==> config.mk <==
export PLATFORM = sky130hd
export DESIGN_NAME = wb_trace_fifo
export DESIGN_NICKNAME = d
export VERILOG_FILES = /design/src/rtl/wb_trace_fifo.sv
export SDC_FILE = /design/constraint.sdc
export NUM_CORES = 2
export LEC_CHECK = 0
export BUFFER_PORTS_ARGS = -buffer_cell sky130_fd_sc_hd__buf_2
export CAP_MARGIN = 30
export CELL_PAD_IN_SITES_DETAIL_PLACEMENT = 1
export CELL_PAD_IN_SITES_GLOBAL_PLACEMENT = 2
export CORE_AREA = 2 2 412 414
export DETAILED_ROUTE_END_ITERATION = 8
export DIE_AREA = 0 0 414 416
export PLACE_DENSITY = 0.87
export SLEW_MARGIN = 40
export SYNTH_ARGS = -nofsm -noshare
export SYNTH_HDL_FRONTEND = slang
export SYNTH_SLANG_ARGS = --single-unit
==> constraint.sdc <==
create_clock -name clk -period 14.2 [get_ports clk]
set_clock_uncertainty 0.05 [all_clocks]
set_input_delay 0.71 -clock clk [delete_from_list [all_inputs] [get_ports clk]]
set_output_delay 0.71 -clock clk [all_outputs]
set_load 0.05 [all_outputs]
==> src/rtl/wb_trace_fifo.sv <==
`default_nettype none
// ============================================================================
// Module      : wb_trace_fifo
// Description : Commit-trace capture FIFO for the single-cycle mips core.
//               Every qualified architectural write (GRF write-back to a
//               non-zero register, DM store) becomes a {kind, pc, addr, data}
//               record in a circular buffer. Records drain over a show-ahead
//               valid/ready port. The core is never stalled: records that do
//               not fit are dropped, counted (saturating) and flagged sticky.
//
// Ports       : clk          - rising-edge clock
//               reset        - synchronous active-high reset, clears all state
//               grf_we/addr/wdata - GRF write-back observed this cycle
//               dm_we/addr/wdata  - DM store observed this cycle
//               pc           - PC of the instruction committing this cycle
//               trace_valid  - head record available (count != 0)
//               trace_ready  - consumer accepts head record
//               trace_kind   - 0 = GRF record, 1 = DM record
//               trace_pc/addr/data - head record fields
//               count        - occupancy, 0..DEPTH
//               overflow     - sticky, set on first dropped record
//               drop_cnt     - dropped records, saturating at 16'hFFFF
//
// Revision    : 1.0 - initial release
// ============================================================================
module wb_trace_fifo #(
    parameter int DEPTH = 16,   // power of two, >= 4
    parameter int AW    = 4     // log2(DEPTH)
) (
    input  logic          clk,
    input  logic          reset,
    input  logic          grf_we,
    input  logic [4:0]    grf_addr,
    input  logic [31:0]   grf_wdata,
    input  logic          dm_we,
    input  logic [31:0]   dm_addr,
    input  logic [31:0]   dm_wdata,
    input  logic [31:0]   pc,
    output logic          trace_valid,
    input  logic          trace_ready,
    output logic          trace_kind,
    output logic [31:0]   trace_pc,
    output logic [31:0]   trace_addr,
    output logic [31:0]   trace_data,
    output logic [AW:0]   count,
    output logic          overflow,
    output logic [15:0]   drop_cnt
);

    localparam logic [AW:0]   c_depth   = (AW+1)'(DEPTH);
    localparam logic [AW:0]   c_two     = (AW+1)'(2);
    localparam logic [AW-1:0] c_ptr_one = AW'(1);

    // Storage, split per field
    logic          r_kind [DEPTH];
    logic [31:0]   r_pc   [DEPTH];
    logic [31:0]   r_addr [DEPTH];
    logic [31:0]   r_data [DEPTH];

    logic [AW-1:0] r_wp;
    logic [AW-1:0] r_rp;
    logic [AW:0]   r_count;
    logic          r_overflow;
    logic [15:0]   r_drop_cnt;

    logic          w_grf_ev;
    logic          w_dm_ev;
    logic [AW:0]   w_free;
    logic          w_grf_push;
    logic          w_dm_push;
    logic [AW-1:0] w_dm_idx;
    logic [AW:0]   w_push_n;
    logic [1:0]    w_drop_n;
    logic [16:0]   w_drop_sum;
    logic [15:0]   w_drop_next;
    logic          w_pop;
    logic [AW:0]   w_count_next;

    // Event qualification: writes to $0 are architecturally invisible
    assign w_grf_ev = grf_we && (grf_addr != 5'd0);
    assign w_dm_ev  = dm_we;

    // Admission uses the occupancy at the start of the cycle; a pop in the
    // same cycle does not free space for this cycle's pushes. GRF has
    // priority over DM when only one slot is left.
    assign w_free     = c_depth - r_count;
    assign w_grf_push = w_grf_ev && (w_free != '0);
    assign w_dm_push  = w_dm_ev && (w_grf_ev ? (w_free >= c_two) : (w_free != '0));

    // DM record lands right after the GRF record when both are admitted
    assign w_dm_idx = w_grf_push ? (r_wp + c_ptr_one) : r_wp;

    assign w_push_n = {{AW{1'b0}}, w_grf_push} + {{AW{1'b0}}, w_dm_push};
    assign w_drop_n = {1'b0, w_grf_ev & ~w_grf_push} + {1'b0, w_dm_ev & ~w_dm_push};

    // Saturating drop counter
    assign w_drop_sum  = {1'b0, r_drop_cnt} + {15'd0, w_drop_n};
    assign w_drop_next = w_drop_sum[16] ? 16'hFFFF : w_drop_sum[15:0];

    assign w_pop        = (r_count != '0) && trace_ready;
    assign w_count_next = r_count + w_push_n - {{AW{1'b0}}, w_pop};

    always_ff @(posedge clk) begin
        if (reset) begin
            r_wp       <= '0;
            r_rp       <= '0;
            r_count    <= '0;
            r_overflow <= 1'b0;
            r_drop_cnt <= '0;
            // Zeroed so the head outputs are defined while the FIFO is empty
            for (int i = 0; i < DEPTH; i++) begin
                r_kind[i] <= 1'b0;
                r_pc[i]   <= '0;
                r_addr[i] <= '0;
                r_data[i] <= '0;
            end
        end else begin
            if (w_grf_push) begin
                r_kind[r_wp] <= 1'b0;
                r_pc[r_wp]   <= pc;
                r_addr[r_wp] <= {27'd0, grf_addr};
                r_data[r_wp] <= grf_wdata;
            end
            if (w_dm_push) begin
                r_kind[w_dm_idx] <= 1'b1;
                r_pc[w_dm_idx]   <= pc;
                r_addr[w_dm_idx] <= dm_addr;
                r_data[w_dm_idx] <= dm_wdata;
            end
            r_wp <= r_wp + w_push_n[AW-1:0];
            if (w_pop) begin
                r_rp <= r_rp + c_ptr_one;
            end
            r_count    <= w_count_next;
            r_drop_cnt <= w_drop_next;
            if (w_drop_n != 2'd0) begin
                r_overflow <= 1'b1;
            end
        end
    end

    // Show-ahead head
    assign trace_valid = (r_count != '0);
    assign trace_kind  = r_kind[r_rp];
    assign trace_pc    = r_pc[r_rp];
    assign trace_addr  = r_addr[r_rp];
    assign trace_data  = r_data[r_rp];

    assign count    = r_count;
    assign overflow = r_overflow;
    assign drop_cnt = r_drop_cnt;

endmodule
`default_nettype wire

### Yosys cells after proc, flatten, opt, wreduce, memory -nomap -nowiden

Memory sizes are Yosys's and may differ from the RTL's. A register that Yosys moved wholly into a read port is not among the register bits.
Index checks and enable logic that the tools add are counted.

* add/subtract/negate cells: 9
* multiply operators: 0
* divide/modulo/power cells: 0
* magnitude comparators: 1
* eq/ne operators: 0
* shifts and indexed selects: 0
* mux-type cells: 43
* bitwise operators: 4
* reduce and logical (&&, ||, !) cells: 16

Operator list (count)
* two-way mux 32 bit: 6
* OR reduction 32 bit: 6
* two-way mux 4 bit: 17
* two-way mux 1 bit: 19
* adder 16 x 2 -> 17 bit: 1
* two-way mux 16 bit: 1
* nonzero test 5 bit: 3
* adder 4 x 1 -> 4 bit, second input constant: 2
* adder 5 x 2 -> 5 bit: 1
* greater-or-equal comparator 5 x 2 -> 1 bit, second input constant: 1
* subtractor 5 x 1 -> 5 bit: 1
* subtractor 5 bit, first input constant: 1
* adder 1 x 1 -> 2 bit: 2
* adder 4 x 2 -> 4 bit: 1
* logical AND 1 bit: 4
* AND 1 bit: 2
* inverter 1 bit: 2
* nonzero test 2 bit: 1
* OR reduction 1 bit: 2

* register bits: 30
* bits in latches: 0
* RAM bits: 1552
* ROM bits: 0
* input port bits: 138
* output and inout port bits: 120
* word-level logic and storage cells: 82
* memories: 4

Memories
* r_addr: depth 16, width 32, rd ports 1, clocked after memory_dff 1, write ports 16, RTL line 57 `logic [31:0] r_addr [DEPTH];`
* r_data: depth 16, width 32, rd ports 1, clocked after memory_dff 1, write ports 16, RTL line 58 `logic [31:0] r_data [DEPTH];`
* r_pc: depth 16, width 32, rd ports 1, clocked after memory_dff 1, write ports 16, RTL line 56 `logic [31:0] r_pc [DEPTH];`
* r_kind: depth 16, width 1, rd ports 1, clocked after memory_dff 1, write ports 16, RTL line 55 `logic r_kind [DEPTH];`

### Longest topological paths before layout

* depth in word-level cells: 9
* mapped depth: 22
* gate-level depth less buffers: 21

### Worst setup path after synthesis

OpenSTA, ideal clock, no wires.

* kind: reg-to-reg
* start: register r_count[2] (netlist: count[2])
* end: memory r_addr[13][0], enable pin
* library setup time: 0.683 ns
* data arrival time: 9.902 ns
* required time: 13.467 ns
* path slack: 3.565 ns
* cell stages (with the launch flop): 14
* path buffers: 3
* clock period less this slack: 10.635 ns
* cells stage by stage: dfxtp_1 -> inv_1 -> ha_1 -> and2_1 -> ha_1 -> nand2_1 -> a211o_1 -> buf_2 -> or4_4 -> nand3_2 -> nand2_1 -> buf_2 -> buf_2 -> o21ai_0

RTL lines
* start: declaration: RTL line 62 `logic [AW:0] r_count;`
* start signal: assignment: RTL line 134 `r_count <= w_count_next;`
* end: declaration: RTL line 57

==> impl_metrics.toml <==
[detailed_routing]
vias = 50646
post_drt_wl_per_cell_um = 33.12
wl_um = 253100
dr.pass1.iters = 6
drc = 0
drt_iter0_drc = 6519
drtAntennaViolNets = 0
viasPerCell = 6.628

[grt]
grt_pass1_wl_um = 369900
grt_max_degree = 94
first_global_vias = 53887
antenna_found_initial = 19
overflow = 0
grtUsageTotal_pct = 29.19

[cells_and_area]
fillers = 16422
nets = 5443
layout-drive-gt1-share_pct = 22.09
stdcell_count = 7641
area_growth_syn_to_layout_pct = 11.73
multi_input_area_mm2 = 0.02593
final_cell_mix = "edfxtp_1 (1536), nand3_1 (512), mux4_2 (485)"
final_common_cell = "edfxtp_1"
regArea_mm2 = 0.04714

[run_status]
status = "finished, final reports clean"

[synthesis]
synthCells = 5308
synthAdderAreaFrac_pct = 0.4468
synth_compound_area_share_pct = 6.045
netlist_area_mm2 = 0.07505
synth_nets = 5471
yosys.area_share.xor_xnor_pct = 0.2451
synth_top_family_by_area = "multiplexers"
synth_top_flop_cell = "edfxtp_1"
yosys-mux-area-fraction_pct = 14.57
avgSynthCellArea_um2 = 14.14
synth.yosys.seq_area_share_pct = 62.79
yosysWarnings = 0
ys_ff_latch = 1586
yosys-top-cells-area = "edfxtp_1 (61%), mux4_2 (15%), nand3_1 (3.4%), nor2b_1 (3.3%), nor2_1 (2.3%)"
yosys.area.top_type = "edfxtp_1"
yosys.area_share.simple_pct = 12.39
ys_async_sr_fraction_pct = 0
synth_top_area_share_pct = 61.46
synth.distinct_cells = 70
synth-edff-count = 1536

[floorplanning]
rows = 151
dieArea_mm2 = 0.1722
coreArea_mm2 = 0.1681
io_pins = 258
die_w_um = 414
start_util_pct = 44.63
die_y_um = 416

[setup_path]
rrSetupSlack_ns = 8.16
critPathKind = "reg -> reg"
cp.arrival_ns = 6.45
required_ns = 14.60
cp-start-kind = "register"
endpoint_kind = "register"
cp_max_fo = 58

[power]
power_switching_w = 0.005467
switching_share_pct = 36.32
power.internal_w = 0.009585
peakVddDrop_v = 0.0001512
p_clk_share_pct = 29.1
p_comb_share_pct = 32.0
p_leak_nw = 27.35
totalPowerFinal_w = 0.01505
power_density_mw_per_mm2 = 179.5
p_seq_share_pct = 38.9

[clock_tree]
clkLatencyLatePin_ns = 0.85
cts_made_buffers = 169
htreeDepth = 4
clock-root-buffer = "clkbuf_16"
holdBufCountCts = 0
post_cts_buffers = 0
tritoncts = "done"
clkTransAtPathRegs_ns = 0.06
clockBufferDepth = 3
cts.sinks = 1586
cts_resized = 0

[timing]
max_freq_mhz = 165.5
setup-tns-final_ns = 0
rsz0062_at_grt = "no"
final.min_clock_period_ns = 6.042
worst_slew_pin_slew_ns = 0.9290
period_share_pct = 42.55
setup_violations = 0
slew_viol_final = 0
finalWorstSetupSlack_ns = 8.158
slew-limit-headroom_pct = 38.06
hold_viol_final = 0

[placement]
dp_cells = 7324
hpwlAfterDp_um = 146500
io_buffers = 257
dp_slack_ns = 8.103
gp_congestion = 0.8327

[flow_run]
maxCapViolCount = 0

[hold_path]
hold_path.class = "in -> reg"
[critical path, stage by stage, from the launching register on]
cell and delay, ns:
dfxtp_1 0.55, inv_1 0.12, ha_1 0.21, and2_1 0.16, ha_1 0.30, nand2_1 0.11, a211o_1 0.57, nor4_2 0.79
o32ai_4 0.13, buf_4 0.38, o21ai_4 0.60, nand2b_4 0.59, buf_12 0.34, buf_4 0.67
[metal layers]
| layer | track usage, % | up-vias | wire (um) |
|---|---|---|---|
| li1 | - | 20334 | - |
| met1 | 36.54 | 26593 | 91530 |
| met2 | 49.03 | 3043 | 125500 |
| met3 | 5.579 | 660 | 23170 |
| met4 | 13.93 | 16 | 12740 |
| met5 | 0 | - | 109 |
[metrics by stage]
stage / util [%] / instance area (um2) / hold slack [ns]
finish: 49.87 / 83860 / 0.1934
global route: 49.87 / 83850 / 0.2175
CTS: 49.81 / 83760 / 0.1455
detailed placement: 46.60 / 78350 / 0.3976
global placement: 46.35 / 77940 / 0.3842
floorplan: - / 75050 / 0.3708
[final cells by class]
type | count | area share, %
repair buffers | 379 | 2.989
clock buffers | 213 | 5.288
flip-flops and latches | 1586 | 56.22
diodes | 5 | 0.01492
multi-input cells | 3120 | 30.92
clock inverters | 96 | 1.153
inverters | 24 | 0.1074
well taps | 2218 | 3.309
[registers in the layout (all words and copies together) (netlist names), named ones only]
name	count
r_addr	512
r_data	512
r_pc	512
drop_cnt	16
r_kind	16
count	5
r_rp	4
r_wp	4
overflow	1
[cells in the mapped netlist (37+ instances only)]
library cell	number
edfxtp_1	1536
nand3_1	515
mux4_2	485
nor2_1	462
nor2b_1	391
nand2_1	331
clkbuf_1	327
o22ai_1	221
o21ai_0	205
buf_2	147
o31ai_1	131
and2_1	130
buf_1	52
dfxtp_1	50
o32ai_1	37
[power by group through the flow]
stage	Sequential (W)	Clock [W]	Combinational (W)
after floorplan	0.00591	0	0.00316
after global placement	0.00592	0	0.00461
after detailed placement	0.00595	0	0.00476
after CTS	0.00586	0.00441	0.00478
after global routing	0.00589	0.00456	0.00500
final	0.00585	0.00438	0.00482
[kinds of logic after synthesis]
kind of cell	after synthesis
simple gates	1894
mux	486
flops	1586
fa+ha+maj	25
buf+inv	602
xor+xnor	21
compound gates	694
[worst paths after layout]
check,startpoint,endpoint,cells past startpoint
min reg2reg,r_kind[4],r_kind[4],1
min,grf_addr[1],r_addr[15][1],3
max reg2reg,count[2],r_addr[0][31],13
max,count[2],r_addr[0][31],13
Note: power is estimated with default switching activity, not from simulation.
